### config.mk
export PLATFORM = sky130hd
export DESIGN_NAME = multicycle_ctrl
export DESIGN_NICKNAME = d
export VERILOG_FILES = /design/src/rtl/mips_pkg.sv /design/src/rtl/alu_decoder.sv /design/src/rtl/multicycle_ctrl.sv
export SDC_FILE = /design/constraint.sdc
export NUM_CORES = 1
export LEC_CHECK = 0
export ABC_AREA = 1
export CAP_MARGIN = 20
export CORE_ASPECT_RATIO = 0.8
export CORE_MARGIN = 3
export CORE_UTILIZATION = 42
export CTS_CLUSTER_DIAMETER = 200
export DETAILED_ROUTE_END_ITERATION = 10
export GPL_TIMING_DRIVEN = 0
export PLACE_DENSITY = 0.79
export RECOVER_POWER = 100
export SKIP_CTS_REPAIR_TIMING = 1
export SYNTH_ARGS = -nofsm -noshare
export SYNTH_HDL_FRONTEND = slang
export SYNTH_SLANG_ARGS = --single-unit
### constraint.sdc
create_clock -name Clk -period 1.3 [get_ports Clk]
set_input_delay 0.13 -clock Clk [delete_from_list [all_inputs] [get_ports Clk]]
set_output_delay 0.13 -clock Clk [all_outputs]
set_load 0.01 [all_outputs]
### src/rtl/mips_pkg.sv
// Shared constants, state encoding and per-state control table
// for the MIPS multi-cycle control path.
package mips_pkg;

  localparam logic [5:0] OP_R    = 6'b000000;
  localparam logic [5:0] OP_ADDI = 6'b001000;
  localparam logic [5:0] OP_LW   = 6'b100011;
  localparam logic [5:0] OP_SW   = 6'b101011;
  localparam logic [5:0] OP_BEQ  = 6'b000100;
  localparam logic [5:0] OP_J    = 6'b000010;

  localparam logic [5:0] FN_ADD = 6'b100000;
  localparam logic [5:0] FN_SUB = 6'b100010;
  localparam logic [5:0] FN_AND = 6'b100100;
  localparam logic [5:0] FN_OR  = 6'b100101;
  localparam logic [5:0] FN_SLT = 6'b101010;

  localparam logic [3:0] ALUC_AND = 4'b0000;
  localparam logic [3:0] ALUC_OR  = 4'b0001;
  localparam logic [3:0] ALUC_ADD = 4'b0010;
  localparam logic [3:0] ALUC_SUB = 4'b0110;
  localparam logic [3:0] ALUC_SLT = 4'b0111;

  localparam logic [1:0] SRCB_B    = 2'b00;
  localparam logic [1:0] SRCB_4    = 2'b01;
  localparam logic [1:0] SRCB_IMM  = 2'b10;
  localparam logic [1:0] SRCB_IMM2 = 2'b11;

  localparam logic [1:0] PCSRC_ALU = 2'b00;
  localparam logic [1:0] PCSRC_OUT = 2'b01;
  localparam logic [1:0] PCSRC_JMP = 2'b10;

  typedef enum logic [3:0] {
    S_FETCH, S_DECODE, S_EXEC_R, S_WB_R,
    S_EXEC_I, S_WB_I, S_ADDR, S_MEM_RD,
    S_WB_MEM, S_MEM_WR, S_BRANCH, S_JUMP,
    S_TRAP
  } state_t;

  // Moore part of the outputs; Mealy terms are added in the top.
  typedef struct packed {
    logic       memreq;
    logic       memwrite;
    logic       iord;
    logic [1:0] pcsrc;
    logic       alusrca;
    logic [1:0] alusrcb;
    logic       sext;
    logic [3:0] aluc;
    logic       regrt;
    logic       mem2reg;
    logic       writereg;
    logic       done;
    logic       illegal;
  } ctrl_t;

  function automatic ctrl_t ctrl_of(state_t s, logic [3:0] fn_aluc);
    ctrl_t c;
    c      = '0;
    c.aluc = ALUC_ADD;
    case (s)
      S_FETCH: begin
        c.memreq  = 1'b1;
        c.alusrcb = SRCB_4;
      end
      S_DECODE: begin
        c.alusrcb = SRCB_IMM2;
        c.sext    = 1'b1;
      end
      S_EXEC_R: begin
        c.alusrca = 1'b1;
        c.alusrcb = SRCB_B;
        c.aluc    = fn_aluc;
      end
      S_WB_R: begin
        c.writereg = 1'b1;
        c.done     = 1'b1;
      end
      S_EXEC_I, S_ADDR: begin
        c.alusrca = 1'b1;
        c.alusrcb = SRCB_IMM;
        c.sext    = 1'b1;
      end
      S_WB_I: begin
        c.regrt    = 1'b1;
        c.writereg = 1'b1;
        c.done     = 1'b1;
      end
      S_MEM_RD: begin
        c.memreq = 1'b1;
        c.iord   = 1'b1;
      end
      S_WB_MEM: begin
        c.regrt    = 1'b1;
        c.mem2reg  = 1'b1;
        c.writereg = 1'b1;
        c.done     = 1'b1;
      end
      S_MEM_WR: begin
        c.memreq   = 1'b1;
        c.memwrite = 1'b1;
        c.iord     = 1'b1;
      end
      S_BRANCH: begin
        c.alusrca = 1'b1;
        c.alusrcb = SRCB_B;
        c.aluc    = ALUC_SUB;
        c.pcsrc   = PCSRC_OUT;
        c.done    = 1'b1;
      end
      S_JUMP: begin
        c.pcsrc = PCSRC_JMP;
        c.done  = 1'b1;
      end
      S_TRAP: c.illegal = 1'b1;
      default: c.illegal = 1'b0;
    endcase
    return c;
  endfunction

endpackage

### src/rtl/alu_decoder.sv
// R-type funct decode to ALU control; flags unsupported funct codes.
// Shared with the single-cycle control unit.
module alu_decoder
  import mips_pkg::*;
(
  input  logic [5:0] i_func,
  output logic [3:0] o_aluc,
  output logic       o_illegal_func
);

  // Map funct to ALU operation; anything unknown is illegal.
  always_comb begin
    o_aluc         = ALUC_ADD;
    o_illegal_func = 1'b0;
    case (i_func)
      FN_ADD: o_aluc = ALUC_ADD;
      FN_SUB: o_aluc = ALUC_SUB;
      FN_AND: o_aluc = ALUC_AND;
      FN_OR:  o_aluc = ALUC_OR;
      FN_SLT: o_aluc = ALUC_SLT;
      default: o_illegal_func = 1'b1;
    endcase
  end

endmodule

### src/rtl/multicycle_ctrl.sv
// Multi-cycle MIPS sequencer: fetch/decode/execute/memory/write-back
// with a variable-latency memory handshake and an illegal-op trap.
module multicycle_ctrl
  import mips_pkg::*;
(
  input  logic       Clk,
  input  logic       Reset,
  input  logic [5:0] OP,
  input  logic [5:0] Func,
  input  logic       Zero,
  input  logic       MemReady,
  output logic       MemReq,
  output logic       MemWrite,
  output logic       IorD,
  output logic       IRWrite,
  output logic       PCWrite,
  output logic [1:0] PCSrc,
  output logic       ALUSrcA,
  output logic [1:0] ALUSrcB,
  output logic       SEXT,
  output logic [3:0] ALUC,
  output logic       REGRT,
  output logic       Mem2Reg,
  output logic       WriteReg,
  output logic       InstrDone,
  output logic       Illegal
);

  state_t     r_state;
  state_t     w_next;
  ctrl_t      r_ctrl;
  logic [3:0] w_fn_aluc;
  logic       w_fn_ill;
  logic       w_run;
  logic       w_fetch;
  logic       w_memwr;
  logic       w_branch;
  logic       w_jump;

  alu_decoder u_alu_dec (
    .i_func         (Func),
    .o_aluc         (w_fn_aluc),
    .o_illegal_func (w_fn_ill)
  );

  // Next-state selection from state, latched IR fields and MemReady.
  always_comb begin
    w_next = r_state;
    case (r_state)
      S_FETCH:  if (MemReady) w_next = S_DECODE;
      S_DECODE: begin
        case (OP)
          OP_R:    w_next = w_fn_ill ? S_TRAP : S_EXEC_R;
          OP_ADDI: w_next = S_EXEC_I;
          OP_LW:   w_next = S_ADDR;
          OP_SW:   w_next = S_ADDR;
          OP_BEQ:  w_next = S_BRANCH;
          OP_J:    w_next = S_JUMP;
          default: w_next = S_TRAP;
        endcase
      end
      S_EXEC_R: w_next = S_WB_R;
      S_EXEC_I: w_next = S_WB_I;
      S_ADDR:   w_next = (OP == OP_LW) ? S_MEM_RD : S_MEM_WR;
      S_MEM_RD: if (MemReady) w_next = S_WB_MEM;
      S_MEM_WR: if (MemReady) w_next = S_FETCH;
      S_TRAP:   w_next = S_TRAP;
      default:  w_next = S_FETCH;
    endcase
  end

  // State and registered Moore outputs for the state being entered.
  always_ff @(posedge Clk) begin
    if (Reset) begin
      r_state <= S_FETCH;
      r_ctrl  <= ctrl_of(S_FETCH, ALUC_ADD);
    end else begin
      r_state <= w_next;
      r_ctrl  <= ctrl_of(w_next, w_fn_aluc);
    end
  end

  assign w_run    = ~Reset;
  assign w_fetch  = (r_state == S_FETCH);
  assign w_memwr  = (r_state == S_MEM_WR);
  assign w_branch = (r_state == S_BRANCH);
  assign w_jump   = (r_state == S_JUMP);

  assign MemReq   = w_run & r_ctrl.memreq;
  assign MemWrite = w_run & r_ctrl.memwrite;
  assign IorD     = w_run & r_ctrl.iord;
  assign PCSrc    = w_run ? r_ctrl.pcsrc : 2'b00;
  assign ALUSrcA  = w_run & r_ctrl.alusrca;
  assign ALUSrcB  = w_run ? r_ctrl.alusrcb : 2'b00;
  assign SEXT     = w_run & r_ctrl.sext;
  assign ALUC     = w_run ? r_ctrl.aluc : ALUC_ADD;
  assign REGRT    = w_run & r_ctrl.regrt;
  assign Mem2Reg  = w_run & r_ctrl.mem2reg;
  assign WriteReg = w_run & r_ctrl.writereg;
  assign Illegal  = w_run & r_ctrl.illegal;

  assign IRWrite = w_run & w_fetch & MemReady;
  assign PCWrite = w_run & ((w_fetch & MemReady) | w_jump |
                            (w_branch & Zero));
  assign InstrDone = w_run & (r_ctrl.done | (w_memwr & MemReady));

endmodule
# Word-level counts from Yosys, hierarchy flattened
# Cells that the tools add are included.
[classes] n_eq_ne=31 mux=24 bitwise_logic=20 reduce_logical=13
[op_table] op="$eq A6 B6 Y1 const B" n=7
[op_table] op="$eq A4 B4 Y1 const B" n=9
[op_table] op="$pmux W4 S8" n=1
[op_table] op="$eq A4 B3 Y1 const B" n=7
[op_table] op="$mux W4" n=6
[op_table] op="$pmux W4 S5" n=1
[op_table] op="$and A1 B1 Y1" n=16
[op_table] op="$eq A4 B2 Y1 const B" n=3
[op_table] op="$pmux W3 S4" n=1
[op_table] op="$mux W1" n=10
[op_table] op="$reduce_or A5 Y1" n=2
[op_table] op="$reduce_or A3 Y1" n=3
[op_table] op="$eq A4 B1 Y1 const B" n=2
[op_table] op="$logic_not A4 Y1" n=2
[op_table] op="$pmux W4 S2" n=1
[op_table] op="$reduce_or A2 Y1" n=4
[op_table] op="$eq A6 B2 Y1 const B" n=1
[op_table] op="$eq A6 B3 Y1 const B" n=1
[op_table] op="$eq A6 B4 Y1 const B" n=1
[op_table] op="$logic_not A6 Y1" n=1
[op_table] op="$pmux W2 S3" n=1
[op_table] op="$mux W2" n=2
[op_table] op="$pmux W2 S2" n=1
[op_table] op="$reduce_or A4 Y1" n=1
[op_table] op="other kinds (2)" n=4
[word_totals] reg_bits=22 inputBits=16 wordCells=102

# Logic depth before layout (Yosys ltp)
# Gate-level depths: netlist of run 1.
[logic_depth] depth_word=8 ltp_mapped=13

# Modules after synthesis
# Synthesis of run 1 repeated with hierarchy kept, for this count alone.
[unflattened] cells_unflattened=212 hier_area_um2=1312.5
[by_module_without_submodules] mod="multicycle_ctrl" n_inst=1 cells_per_inst=186 area_per_inst_um2=1192.4
[by_module_without_submodules] mod="alu_decoder" n_inst=1 cells_per_inst=26 area_per_inst_um2=120.1

# Least setup slack after synthesis of run 1
# OpenSTA, ideal clock, no wires.
[synth_path] kind="flip-flop to flip-flop" from="reg r_state[1]" to="reg r_ctrl[10] in the netlist's numbering" setup_time_ns=0.126 arrival_time_ns=1.245 setup_slack_ns=-0.071 stages_incl_launch_ff=10 path_buffers=0 period_less_slack_ns=1.371 path_cell_list="dfxtp_1 -> inv_2 -> nor2_4 -> nand2_2 -> o31ai_4 -> nor2_2 -> nand2_2 -> nor2_1 -> nand2_1 -> nand3_1"
[synth_via] elab_chain_cells=5 elab_cells_between_ends=18 classes_between="10 x eq/ne; 5 x mux; 3 x reduce/logical"
[synth_lines] item="start, declared" line_no="multicycle_ctrl.sv:29" source="state_t r_state;"
[synth_lines] item="start signal, assigned" line_no="multicycle_ctrl.sv:78" source="r_state <= w_next;"
[synth_lines] item="$eq A4 B4 Y1 (tied with other cells)" line_no="multicycle_ctrl.sv:49" source="case (r_state)"
[synth_lines] item="$pmux W4 S8 (*)" line_no="multicycle_ctrl.sv:49"
[synth_lines] item="$eq A4 B3 Y1" line_no="mips_pkg.sv:61" source="case (s)"
[synth_lines] item="$reduce_or A2 Y1" line_no="mips_pkg.sv:61"
[synth_lines] item="$pmux W2 S3 (*)" line_no="mips_pkg.sv:61"
[synth_lines] item="end signal, assigned" line_no="multicycle_ctrl.sv:76" source="r_ctrl <= ctrl_of(S_FETCH, ALUC_ADD);"
[synth_lines] item="end signal, assigned" line_no="multicycle_ctrl.sv:79" source="r_ctrl <= ctrl_of(w_next, w_fn_aluc);"
[synth_lines] item="end, declared" line_no="multicycle_ctrl.sv:31" source="ctrl_t r_ctrl;"
# Mark *: on every way between the ends. The rest lies on a longest branch, timed or not.
# A chain may end at the register's enable or synchronous reset.

# Final worst setup path of run 1
[layout_path] from="reg r_state[1]" to="out PCWrite"
[layout_via] elab_chain_cells=5 elab_cells_between_ends=8 classes_between="2 x eq/ne; 5 x bitwise; 1 x reduce/logical"
[layout_lines] item="$logic_not A4 Y1" line_no="multicycle_ctrl.sv:84" source="assign w_fetch = (r_state == S_FETCH);"
[layout_lines] item="$and A1 B1 Y1" line_no="multicycle_ctrl.sv:103" source="assign PCWrite = w_run & ((w_fetch & MemReady) | w_jump |"
[layout_lines] item="$or A1 B1 Y1" line_no="multicycle_ctrl.sv:103"
[layout_lines] item="$or A1 B1 Y1 (*)" line_no="multicycle_ctrl.sv:103"
[layout_lines] item="$and A1 B1 Y1 (*)" line_no="multicycle_ctrl.sv:103"
[layout_lines] item="end, declared" line_no="multicycle_ctrl.sv:16" source="output logic PCWrite,"
# Marks and branches as above.

==> summary.md, run 1 <==
| Metric | Value |
|---|---|
| Synth Instances | `about 200` |
| Die width | `66.7 um` |
| Clock buffer count from CTS | `3` |
| Failing checks | `setup timing` |
| Sequential standard cell area | `about 410 um2` |
| Multiplexer area fraction after synthesis | `0%` |
| Largest family of logic cells by synthesized area | `simple AND/OR/NAND/NOR gates` |
| Total global routing overflow | `0` |
| Clk root buf | `clkbuf_8` |
| Startpoint Class | `register` |
| # DRC | `0` |
| Post-synthesis net count | `roughly 210` |
| Final Setup Violations | `18` |
| Final Cycle Share | `120%` |
| Unique masters post-synth | `27` |
| Worst Setup SP | `r_state[1]$_SDFF_PP0_` |
| Power per Cell Area | `just under 1000 nW/um2` |
| Max_cap viols | `0` |
| Leak | `1.20 nW` |
| Longest Clk Path Bufs | `2` |
| Outcome | `finished with violations` |
| Design area | `slightly above 2000 um2` |
| Worst path max stage delay | `0.39 ns` |
| DRT iter0 DRCs | `46` |
| Min-delay worst type | `in -> reg` |
| Wirelength per Cell | `13.5 um` |
| Post-DP Area | `roughly 1600 um2` |
| Seq/Total Area, Yosys | `32.3%` |
| Htree depth | `1` |
| CTS tree | `built` |
| Clock slew at reported path FFs | `0.07 ns` |
| Final Total Pwr | `2.02 mW` |
| Largest net degree at the start of global routing | `13` |
| Nets | `~260` |
| Row cnt | `16` |
| Io pins | `36` |
| Initial antenna violation count | `0` |
| Die H | `between 50 and 60 um` |
| Core area | `2620 um2` |
| Ys Warns | `0` |
| Fmax | `roughly 640 MHz` |
| Hold slack | `between 0.2 and 0.3 ns` |
| Setup TNS | `-3.53 ns` |
| Post-synthesis compound-gate area fraction | `between 7 and 8%` |
| WL final | `around 3800 um` |
| Area Growth Syn to Fin | `63.7%` |
| Fin crit period | `1.56 ns` |
| Clk sinks | `20` |
| Initial Util | `between 40 and 50%` |
| Routed Antenna Nets | `0` |
| Synth Area in Simple Gates | `a little under half` |
| # fillers | `174` |
| Worst Path Required | `between 1 and 1.5 ns` |
| Worst skew pair latency | `around 0.26 ns` |
| Critical path type | `reg -> out` |
| Crit-path slowest cell | `dfxtp_4` |
| Setup slack after layout | `-0.259 ns` |
| Overall routing resource usage | `around 16%` |
| Die footprint | `3640 um2` |
| Placer Congestion | `about 0.85` |
| Hpwl dp | `~2100 um` |
| RSZ-0062 raised after global routing | `true` |
| Via count | `roughly 1400` |
| Critical-path cell list | `inv_6 > nand2_4 > nor2_4 > nand2_4 > nor2_4 > inv_2 > o31ai_4 > buf_2` |
| Final Slew Violations | `0` |
| Avg Vias per Cell | `between 4 and 5` |
| Vias in the first global route | `1076` |
| Final Hold Viols | `0` |
| Antenna Cells | `0` |
| Worst Setup End Kind | `output port` |
| Max Clock Skew | `0.00120 ns` |
| Peak VDD IR | `between 0.0006 and 0.0007 V` |
| Worst r2r src | `r_state[1]$_SDFF_PP0_` |
| Hold Crit Start | `Func[4]` |
| Worst-path fanout max | `4` |
| Number of synthesized register bits | `20` |
| DRT Pass-1 Iters | `4` |
| Cell area after synthesis | `around 1200 um2` |
| Synth Area per Inst | `approximately 6.3 um2` |
| Multi-input logic area | `851 um2` |
| Share of layout cells above drive strength 1 | `between 30% and 40%` |
| I/O Buffers | `33` |
| Critical Path AT | `~1.4 ns` |
| First-pass GRT wire length | `4370 um` |
| Synth Area in XOR/XNOR | `0%` |
| Pre-CTS setup slack | `-0.609 ns` |
| Synth Area in Adders | `0%` |
## layer usage
| layer | wire, um | GRT usage, % | vias to the layer above |
|---|---|---|---|
| li1 | - | - | 683 |
| met1 | 1480 | 20.3 | 610 |
| met2 | 1960 | 26.6 | 55 |
| met3 | 255 | 3.08 | 7 |
| met4 | 59 | 4.39 | 0 |
| met5 | 0 | 0 | - |
## registers in the layout (all words and copies together) (netlist names)
signal / cells
r_state: 4
r_ctrl: 16
## area by class of cell
type / instances / area share (%)
plain buffers: 5 / 1.48
clock buffers: 3 / 2.03
clock inverters: 1 / 1.48
inverters: 39 / 8.20
multi-input cells: 132 / 41.9
flip-flops and latches: 20 / 20.3
well taps: 36 / 2.22
repair buffers: 42 / 22.3
## cell families (layout without fill, tap and decap cells)
| logic type | after synthesis | count (layout) |
|---|---|---|
| AND/OR/NAND/NOR | 117 | 117 |
| flip-flops | 20 | 20 |
| AO/OA/AOI/OAI | 14 | 14 |
| other | 1 | 1 |
| buffers and inverters | 44 | 90 |
## cells in the final DEF (no fill, tap or decap), drive strengths merged
cell type and count:
buf 16, o21a 1, clkbuf 4, dfxtp 20, nor2 51, clkdlybuf4s50 6, or2 1, conb 1
nand2 42, bufinv 1, and3 1, clkinv 1, nand3 14, o21ai 6, inv 38, nor3 4
nand4 4, dlymetal6s2s 24, o21bai 1, o31ai 2, a21oi 4
## worst paths after layout
path                                end  slack, ns  depth (start not counted)
hold / removal     r_ctrl[6]$_SDFF_PP1_       0.28                          5
setup / recovery                PCWrite      -0.26                          8
setup reg to reg  r_ctrl[17]$_SDFF_PP1_      -0.25                          9
hold reg to reg   r_ctrl[16]$_SDFF_PP0_       0.68                          3
## cell usage after synthesis
cell type,instances,area [um2]
nor2_4,2,22.5
clkinv_4,1,8.76
conb_1,1,3.75
nand2_4,2,22.5
nand2_2,6,37.5
nor3_1,1,5.00
nand4_1,4,25.0
buf_4,2,15.0
o21a_1,1,7.51
nand2_1,34,128
nor3_2,3,30.0
inv_2,7,26.3
nor2_1,40,150
nand3_2,1,10.0
o21bai_1,1,7.51
o31ai_1,1,7.51
a21oi_1,4,20.0
nand3_1,13,65.1
clkbuf_1,3,11.3
or2_2,1,6.26
inv_1,31,116
o21ai_0,5,25.0
nor2_2,9,56.3
o21ai_1,1,5.00
dfxtp_1,20,400
and3_1,1,6.26
o31ai_4,1,21.3
## worst max-delay path: cells and delay by family (launching register included)
kind,cells,cell delay [ns]
DFF,1,0.39
and+or+nand+nor,4,0.39
buffers and inverters,3,0.32
AOI/OAI and AO/OA,1,0.05
## through the flow
step / cells / util [%]
finish: 278 / 77.4
CTS: 269 / 64.6
global placement: 265 / 61.8
global route: 278 / 77.4
detailed placement: 265 / 61.8
floorplan: 196 / -
## report_power, final
part           total (mW)  switching [mW]  internal [mW]
Clock               0.619           0.208          0.411
Combinational       0.699           0.415          0.284
Sequential          0.701          0.0376          0.664
Total                2.02           0.660           1.36
(Power assumes the default switching activity.)
==> run 2, diff against run 1 <==
Settings changed: CORE_MARGIN 3 to 5.
==> run 2 against run 1 <==
Against the previous run:
- the run still ends with setup timing left
- clock power is 27% lower
- wire length is 10% lower
- critical path depth stayed put
- sequential power hardly changed
- fmax is 0.47% higher
- worst hold slack worse by 0.013 ns
- setup slack better by 0.0073 ns
- sequential share of layout area is 0.80 points higher
- critical path type unchanged
- largest power group unchanged
==> summary.md, run 2 (synthesis results as in run 1) <==
| Metric | Value |
|---|---|
| Max Clock Skew | `0.000929 ns (was 0.00120 ns)` |
| Hold Path Depth | `4 (was 5)` |
| Fmax | `644 MHz (was 641 MHz)` |
| Critical-path cell list | `inv_4 > nand2_4 > nor2_4 > nand2_2 > nor2_2 > inv_1 > o31ai_2 > buf_2 (was inv_6 > nand2_4 > nor2_4 > nand2_4 > nor2_4 > inv_2 > o31ai_4 > buf_2)` |
| DRT Pass-1 Iters | `4 (unchanged)` |
| RSZ-0062 raised after global routing | `true (unchanged)` |
| Hpwl dp | `2060 um (was 2090 um)` |
| Startpoint Class | `register (unchanged)` |
| Overall routing resource usage | `12.5% (was 15.7%)` |
| Final Setup Violations | `17 (was 18)` |
| Switching Share | `33.5% (was 32.7%)` |
| Reg power frac | `39.1% (was 34.7%)` |
| Initial antenna violation count | `0 (unchanged)` |
| Clock buffer count from CTS | `3 (unchanged)` |
| WP buf/inv | `3 (unchanged)` |
| Pre-CTS setup slack | `-0.568 ns (was -0.609 ns)` |
| Most flop-heavy register | `r_ctrl (unchanged)` |
| Wirelength per Cell | `12.1 um (was 13.5 um)` |
| Longest Clk Path Bufs | `2 (unchanged)` |
| Clk root buf | `clkbuf_8 (unchanged)` |
| Largest register FFs | `16 (unchanged)` |
| Setup slack after layout | `-0.252 ns (was -0.259 ns)` |
| Clock power share | `25.3% (was 30.6%)` |
| # DRC | `0 (unchanged)` |
| Placer Congestion | `0.867 (was 0.854)` |
| Htree depth | `1 (unchanged)` |
| Reg-to-Reg End | `r_ctrl[12]$_SDFF_PP0_ (was r_ctrl[17]$_SDFF_PP1_)` |
| Worst reg2reg path depth | `9 (unchanged)` |
| Min-delay worst type | `in -> reg (unchanged)` |
| Row cnt | `17 (was 16)` |
| Die H | `58.6 um (was 54.6 um)` |
| Max_cap viols | `0 (unchanged)` |
| Io pins | `36 (unchanged)` |
| Antenna Cells | `0 (unchanged)` |
| Outcome | `finished with violations (unchanged)` |
| Final Cycle Share | `119% (was 120%)` |
| First-pass GRT wire length | `4170 um (was 4370 um)` |
| Fin crit period | `1.55 ns (was 1.56 ns)` |
| Avg Vias per Cell | `4.81 (was 4.87)` |
| Peak VDD IR | `0.000371 V (was 0.000658 V)` |
| CTS tree | `built (unchanged)` |
| Crit-path slowest cell | `dfxtp_2 (was dfxtp_4)` |
| Leak | `1.04 nW (was 1.20 nW)` |
| DRT iter0 DRCs | `41 (was 46)` |
| Hold Crit Start | `Func[2] (was Func[4])` |
| Vias in the first global route | `1034 (was 1076)` |
| Initial Util | `44.5% (was 47.3%)` |
| Share of layout cells above drive strength 1 | `34.7% (was 36.8%)` |
| Failing checks | `setup timing (unchanged)` |
| Final Slew Violations | `0 (unchanged)` |
| Worst path max stage delay | `0.33 ns (was 0.39 ns)` |
| Worst Path Required | `1.17 ns (about the same)` |
| Top Registers | `r_ctrl (16), r_state (4) (unchanged)` |
| Worst Setup End Kind | `output port (unchanged)` |
| Internal power | `1.19 mW (was 1.36 mW)` |
| Total global routing overflow | `0 (unchanged)` |
| Critical Path AT | `1.42 ns (was 1.43 ns)` |
| Area Growth Syn to Fin | `57.5% (was 63.7%)` |
| Final Total Pwr | `1.79 mW (was 2.02 mW)` |
| Leading cell type in the layout, fill and taps excluded | `nor2_1 (was inv_1)` |
| Largest net degree at the start of global routing | `12 (was 13)` |
| Hold EP | `r_ctrl[6]$_SDFF_PP1_ (unchanged)` |
| Final Hold Viols | `0 (unchanged)` |
| Critical path type | `reg -> out (unchanged)` |
| Die footprint | `4150 um2 (was 3640 um2)` |
| Worst-path fanout max | `5 (was 4)` |
| R2R Setup Slk | `-0.18 ns (was -0.25 ns)` |
| Worst skew pair latency | `0.25 ns (was 0.26 ns)` |
| Clock slew at reported path FFs | `0.07 ns (about the same)` |
| I/O Buffers | `33 (unchanged)` |
| Die width | `70.7 um (was 66.7 um)` |
| Core area | `2790 um2 (was 2620 um2)` |
| Most frequent cells in the layout | `nor2_1 (31), inv_1 (30), nand2_1 (24), dlymetal6s2s_1 (17), dfxtp_1 (16) (was inv_1 (29), nor2_1 (28), nand2_1 (24), dlymetal6s2s_1 (24), dfxtp_1 (16))` |
| Clk sinks | `20 (unchanged)` |
| Worst r2r src | `r_state[1]$_SDFF_PP0_ (unchanged)` |
| Sw Pwr | `0.601 mW (was 0.660 mW)` |
| Cell family with most CP delay | `simple AND/OR/NAND/NOR gates (was flip-flops)` |
| Power per Cell Area | `918 nW/um2 (was 995 nW/um2)` |
| Logic pwr share | `35.7% (was 34.6%)` |
| Nets | `259 (unchanged)` |
| Routed Antenna Nets | `0 (unchanged)` |
| WL final | `3380 um (was 3750 um)` |
| Via count | `1346 (was 1355)` |
==> run 2: cell count changes in the layout (fill, tap and decap cells not counted), moves of 2 or more <==
| cell | change |
|---|---|
| dlymetal6s2s_1 | -7 |
| nor2_1 | +3 |
| nand2_2 | +2 |
| nand2_4 | -2 |
| nor2_2 | -3 |
| clkdlybuf4s25_1 | +9 |
| clkdlybuf4s50_1 | -3 |
| buf_6 | -2 |
==> run 2: through the flow <==
stage	area, um2	hold slack (ns)	std cells	util, %	TNS, ns
detailed placement	1620	0.591	267	58.3	-10.83
global route	1950	0.309	280	70.1	-3.85
floorplan	1250	0.270	196	-	-0.142
finish	1950	0.263	280	70.1	-2.31
global placement	1620	0.587	267	58.3	-10.55
CTS	1680	0.351	271	60.3	-7.88
==> run 2: area by class of cell <==
class                   instances  area [um2]
clock buffers                   4        55.1
flip-flops and latches         20         413
repair buffers                 42         419
well taps                      38        47.5
fillers                       231         833
inverters                      39         166
plain buffers                   5        32.5
multi-input cells             132         820
==> run 2: worst max path at each step <==
stage                     startpoint               endpoint  depth (start not counted)
2_1_floorplan  r_state[1]$_SDFF_PP0_  r_ctrl[10]$_SDFF_PP1_                          9
4_1_cts        r_state[0]$_SDFF_PP0_                PCWrite                          8
3_5_place_dp                   OP[1]   r_ctrl[6]$_SDFF_PP1_                         10
3_3_place_gp                   OP[1]   r_ctrl[6]$_SDFF_PP1_                         10
6_report       r_state[2]$_SDFF_PP0_                PCWrite                          8
5_1_grt        r_state[2]$_SDFF_PP0_                PCWrite                          8
==> run 2: per-layer routing <==
layer | vias up | wire length [um] | part of all wire, % | track usage, %
met5 | - | 0 | 0 | 0
met4 | 0 | 115 | 3.4 | 6.43
met3 | 13 | 227 | 6.7 | 1.54
met2 | 62 | 1660 | 49 | 21.3
met1 | 588 | 1370 | 41 | 15.7
li1 | 683 | - | - | -
==> run 2: power groups by stage <==
stage                     Combinational (mW)  Clock, mW  Sequential [mW]
final                                  0.639      0.453            0.701
after global routing                   0.687      0.488            0.704
after CTS                              0.497      0.463            0.685
after detailed placement               0.491          0            0.698
after global placement                 0.483          0            0.698
after floorplan                        0.322          0            0.695
==> run 2: worst reg2reg max path: cells and delay by family (launching register included) <==
family	cells	cell delay, ns
flops	1	0.39
simple gates	6	0.55
buf+inv	2	0.17
compound gates	1	0.31
